===== config.mk =====
export PLATFORM = sky130hd
export DESIGN_NAME = mul_heap_sequencer
export DESIGN_NICKNAME = d
export VERILOG_FILES = /design/src/rtl/mul_heap_sequencer.sv
export SDC_FILE = /design/constraint.sdc
export NUM_CORES = 1
export LEC_CHECK = 0
export ABC_AREA = 0
export CORE_MARGIN = 8
export CORE_UTILIZATION = 35
export DETAILED_ROUTE_END_ITERATION = 16
export PLACE_DENSITY = 0.57
export SLEW_MARGIN = 20
export SYNTH_ARGS = -nofsm -noshare
export SYNTH_HDL_FRONTEND = slang
export SYNTH_SLANG_ARGS = --single-unit

===== constraint.sdc =====
create_clock -name clk -period 2.69 [get_ports clk]
set_input_delay 0.538 -clock clk [delete_from_list [all_inputs] [get_ports clk]]
set_output_delay 0.538 -clock clk [all_outputs]
set_load 0.01 [all_outputs]

===== src/rtl/mul_heap_sequencer.sv =====
`timescale 1ns/1ps
`default_nettype none
// ============================================================================
// Module      : mul_heap_sequencer
// Description : Sequences one unsigned WIDTH x WIDTH multiply through a
//               serial-load partial-product compressor and holds the product.
// Revision    : 1.0 - initial release
// ============================================================================
module mul_heap_sequencer #(
    parameter int WIDTH    = 16,
    parameter int COMP_LAT = 0
) (
    input  logic                 clk,
    input  logic                 rst,
    input  logic                 in_valid,
    output logic                 in_ready,
    input  logic [WIDTH-1:0]     in_a,
    input  logic [WIDTH-1:0]     in_b,
    output logic [2*WIDTH-2:0]   ser_out,
    input  logic [2*WIDTH-1:0]   prod_in,
    output logic                 out_valid,
    input  logic                 out_ready,
    output logic [2*WIDTH-1:0]   out_prod,
    output logic                 busy
);

    localparam int c_COLS   = 2*WIDTH-1;
    localparam int c_STEP_W = (WIDTH > 1) ? $clog2(WIDTH) : 1;
    localparam int c_WAIT_W = (COMP_LAT > 1) ? $clog2(COMP_LAT+1) : 1;
    localparam logic [c_STEP_W-1:0] c_LAST_STEP = c_STEP_W'(WIDTH-1);
    localparam logic [c_WAIT_W-1:0] c_WAIT_LOAD = c_WAIT_W'(COMP_LAT);
    localparam logic [c_WAIT_W-1:0] c_WAIT_ONE  = c_WAIT_W'(1);

    localparam logic [2:0] c_IDLE    = 3'd0;
    localparam logic [2:0] c_SHIFT   = 3'd1;
    localparam logic [2:0] c_WAIT    = 3'd2;
    localparam logic [2:0] c_CAPTURE = 3'd3;
    localparam logic [2:0] c_HOLD    = 3'd4;

    logic [2:0]             r_state;
    logic [c_STEP_W-1:0]    r_step;
    logic [c_WAIT_W-1:0]    r_wait;
    logic [WIDTH-1:0]       r_a;
    logic [WIDTH-1:0]       r_b;
    logic [2*WIDTH-1:0]     r_prod;
    logic                   r_out_valid;

    logic [c_COLS-1:0][WIDTH-1:0] w_heap;
    logic [c_STEP_W-1:0]          w_k;

    // Bits are fed MSB-first so bit k of each column lands at register position k.
    assign w_k = c_LAST_STEP - r_step;

    generate
        for (genvar c = 0; c < c_COLS; c++) begin : g_col
            localparam int c_H   = (c+1 < c_COLS-c) ? c+1 : c_COLS-c;
            localparam int c_JLO = (c-WIDTH+1 > 0) ? c-WIDTH+1 : 0;
            for (genvar k = 0; k < WIDTH; k++) begin : g_bit
                if (k < c_H) begin : g_pp
                    assign w_heap[c][k] = r_a[c_JLO+k] & r_b[c-c_JLO-k];
                end else begin : g_zero
                    assign w_heap[c][k] = 1'b0;
                end
            end
            assign ser_out[c] = (r_state == c_SHIFT) & w_heap[c][w_k];
        end
    endgenerate

    always_ff @(posedge clk or posedge rst) begin
        if (rst) begin
            r_state     <= c_IDLE;
            r_step      <= '0;
            r_wait      <= '0;
            r_a         <= '0;
            r_b         <= '0;
            r_prod      <= '0;
            r_out_valid <= 1'b0;
        end else begin
            case (r_state)
                c_IDLE: begin
                    if (in_valid) begin
                        r_a     <= in_a;
                        r_b     <= in_b;
                        r_step  <= '0;
                        r_state <= c_SHIFT;
                    end
                end
                c_SHIFT: begin
                    if (r_step == c_LAST_STEP) begin
                        if (COMP_LAT == 0) begin
                            r_state <= c_CAPTURE;
                        end else begin
                            r_wait  <= c_WAIT_LOAD;
                            r_state <= c_WAIT;
                        end
                    end else begin
                        r_step <= r_step + 1'b1;
                    end
                end
                c_WAIT: begin
                    if (r_wait <= c_WAIT_ONE) begin
                        r_state <= c_CAPTURE;
                    end else begin
                        r_wait <= r_wait - 1'b1;
                    end
                end
                // The heap result is only meaningful on this one cycle.
                c_CAPTURE: begin
                    r_prod      <= prod_in;
                    r_out_valid <= 1'b1;
                    r_state     <= c_HOLD;
                end
                c_HOLD: begin
                    if (out_ready) begin
                        r_out_valid <= 1'b0;
                        r_state     <= c_IDLE;
                    end
                end
                default: begin
                    r_state <= c_IDLE;
                end
            endcase
        end
    end

    assign in_ready  = (r_state == c_IDLE);
    assign busy      = (r_state != c_IDLE);
    assign out_valid = r_out_valid;
    assign out_prod  = r_prod;

endmodule
`default_nettype wire


==> key figures <==
Outcome
  • Status: complete, but fails checks
  • Failing checks: negative setup slack

Drt
  • Drt total wl: about 26000 um
  • Routed len/inst: ~26 um
  • TritonRoute pass-1 iters: 8
  • Detail Route Antenna Nets: 0
  • Via count of the routed design: between 6000 and 7000
  • Initial DRC Count: approximately 660
  • Post-route DRC violation count: 0
  • Vias per inst: 6.35

Pwr
  • Comb pwr share: 0.728
  • Max rail drop VDD: between 600 and 700 uV
  • Internal power: 7080 uW
  • Sequential power share: 0.179
  • Leakage: 0.00356 uW
  • Sw frac: 0.465
  • Power Dens Cells: around 1500 nW/um^2
  • Net switching power figure: approximately 6200 uW
  • Power share of the clock group: 0.094
  • Final Total Pwr: approximately 13000 uW

Global route
  • Total grt overflow: 0
  • Vias in the first global route: approximately 6600
  • Largest net degree at the start of global routing: 73
  • Global-route wire length before repair: 39500 um
  • Initial antenna violation count: 0
  • GR Util All Layers: 0.258

Clock network
  • CTS root buffer: clkbuf_16
  • Cts bufs inserted: 9
  • Hold Buf Count CTS: 0
  • CTS clk-pin slew, worst paths: 0.06 ns
  • Clock latency on the worst-skew pair: ~0.34 ns
  • TritonCTS clock tree: yes
  • CTS Buffer Depth: 2
  • Htree depth: 3
  • Sink Count: 72

Die
  • Die area: just under 20000 um^2
  • # rows: 45
  • Starting Density: 0.357
  • Core box area: approximately 15000 um^2
  • Die height: 141 um
  • Die X-Extent: between 100 and 150 um
  • Ports: approximately 130

Synth
  • Post-synth top area share: 0.332
  • Synth unique cells: between 50 and 60
  • Ys async rst share: 1.00
  • Seq/Total Area, Yosys: 0.332
  • Post-synth EDFFs: 0
  • Post-synthesis register bit count: a little over 70
  • Synth Cell Area: between 5000 and 6000 um^2
  • Syn Nets: between 600 and 700
  • Yosys warnings: 0
  • Average size of a mapped cell: slightly above 9 um^2
  • Synth Flop Type: dfrtp_1
  • Synth area leaders: dfrtp_1 33%, mux2_2 13%, a32oi_1 5.3%, a221oi_1 4.4%, a22oi_1 4.1%
  • Cell taking the most area after synthesis: dfrtp_1
  • Post-Syn Instances: between 500 and 600

Setup path
  • CP max FO: 6
  • CP max-delay cell: dfrtp_4
  • CP most frequent cell: buf_8
  • Cell chain of the critical path: buf_8 -> buf_8 -> a32o_1 -> mux4_2 -> a21oi_2 -> nor2_1 -> buf_2
  • WP data required: ~2.2 ns
  • Critical Path AT: around 2.2 ns
  • Crit Path Class: flip-flop to output pin
  • CP startpoint kind: flip-flop
  • Crit. End Element: output pin
  • CP max stage delay: 0.54 ns

Layout
  • Area growth syn-to-layout: 59.5%
  • Ant diodes: 0
  • Sequential cell area: approximately 1800 um^2
  • Fillers: 1391
  • Footprint of the multi-input gates: between 3000 and 4000 um^2
  • Final Cell Area: approximately 8700 um^2
  • Layout cells sized above 1: 0.428
  • Total Nets Final: slightly below 900

STA
  • Fmax: roughly 360 MHz
  • Final worst slack: -0.0771 ns
  • Minimum clock period after layout: between 2 and 3 ns
  • Layout Skew: 0.00762 ns
  • Period utilization: 1.03
  • Slew Limit Fails: 0
  • Rel. slew slack: 0.666
  • Slew @ Worst Pin: between 0.5 and 0.6 ns
  • Final setup viols: 14
  • RSZ-0062 raised after global routing: yes
  • Final hold violations: 0

Place
  • Gp weighted congestion: ~0.95
  • DP HPWL: just under 20000 um
  • IO buf count: between 100 and 150
  • Post-DP Area: 7880 um^2

Job
  • Max Cap Violations: 0

Min path
  • Worst hold path class: flip-flop to flip-flop
## registers in the layout (all words and copies together), names as in the netlist
signal and cells:
out_prod 32, out_valid 1, r_a 16, r_b 16, r_state 3, r_step 4
## metal layers
metal,routed length [um],vias up,track usage
met5,0,-,0
met4,1130,0,0.141
met3,3010,106,0.0878
met2,11500,467,0.401
met1,10400,3083,0.310
li1,-,2718,-
## synthesized netlist by cell type (3+ instances only)
cell type,number
mux2_2,65
nand3_1,26
mux4_2,5
a31oi_1,11
nor2b_1,19
nand4_1,8
a22o_1,8
o211ai_1,9
nor2_1,27
inv_1,4
a211oi_1,12
nand2_1,31
buf_2,30
a311oi_1,3
o21ai_0,8
a21oi_1,37
a221oi_1,27
nand3b_1,4
a22oi_1,30
a32oi_1,33
nor3_1,6
dfrtp_1,72
and2_1,10
and3_1,7
clkbuf_1,36
clkbuf_2,4
o22ai_1,3
buf_4,12
buf_6,5
a32o_1,8
## layout make-up
type,count,area share
multi-input combinational,422,0.409
sequential,72,0.208
inverter,5,0.00217
timing repair buffer,302,0.318
tap,188,0.0272
clock inverter,4,0.00607
clock buffer,11,0.0292
## critical path, delay by kind of cell (launching register included)
| kind | cells | cell delay (ns) |
|---|---|---|
| AO/OA/AOI/OAI | 2 | 0.40 |
| flip-flops | 1 | 0.54 |
| AND/OR/NAND/NOR | 1 | 0.06 |
| multiplexers | 1 | 0.45 |
| buffers and inverters | 3 | 0.44 |
## power by group through the flow
stage                     Sequential [uW]  Clock (uW)  Combinational, uW
after detailed placement             2350           0               8540
final                                2360        1240               9630
after CTS                            2320        1270               9210
after floorplan                      2030           0               4310
after global routing                 2390        1310              10100
after global placement               2340           0               8570
## per-stage QoR
step,worst slack (ns),std cells,hold WS (ns),util,setup TNS (ns)
after floorplan,0.327,588,0.533,-,0
after global placement,-0.315,979,0.487,0.519,-3.87
after detailed placement,-0.304,979,0.498,0.519,-4.17
after CTS,-0.201,1003,0.511,0.563,-1.83
after global routing,-0.142,1004,0.524,0.570,-1.70
final,-0.0771,1004,0.507,0.570,-0.582
## path summary, 6_finish.rpt
path                                   start            to  slack (ns)  cells past startpoint
worst max-delay path               r_step[0]   ser_out[20]       -0.08                      7
worst min-delay path            out_prod[21]  out_prod[21]        0.51                      1
worst max register to register    r_state[1]       r_b[13]        0.70                      6
worst min register to register  out_prod[21]  out_prod[21]        0.51                      1
max in group asynchronous                rst     r_step[0]        1.78                      3
min in group asynchronous                rst        r_b[6]        0.59                      3
## cells in the final DEF, fill, tap and decap left out, types with 7 or more instances in the layout
cell / synthesis / routed
mux2_2: 65 / 65
buf_12: 0 / 13
and2_1: 10 / 8
nor2_1: 27 / 24
a31oi_1: 11 / 11
a22o_1: 8 / 8
buf_6: 5 / 14
nand4_1: 8 / 8
a221oi_2: 0 / 10
a21oi_2: 0 / 12
dlygate4sd2_1: 0 / 7
a21oi_1: 37 / 25
a32o_1: 8 / 8
o211ai_1: 9 / 9
buf_4: 12 / 140
nand2_1: 31 / 30
nand3_1: 26 / 25
and3_1: 7 / 7
a22oi_1: 30 / 26
a32oi_1: 33 / 30
clkbuf_16: 0 / 9
a211oi_1: 12 / 8
a221oi_1: 27 / 14
nor2b_4: 2 / 13
dfrtp_1: 72 / 71
buf_2: 30 / 15
clkdlybuf4s50_1: 0 / 103
## cells by family after synthesis
group           Yosys count  synth area share
compound gates          197             0.271
simple gates            153             0.149
buf+inv                  94            0.0880
flops                    72             0.332
mux                      71             0.157
fa+ha+maj                 1           0.00230
## what timing repair did
item	4_1_cts	5_1_grt
cloned	1	0
setup buffers	8	2
pin swaps	24	21
gates resized for setup	170	39
endpoints found under the setup margin	31	25
(Power assumes the default switching activity.)
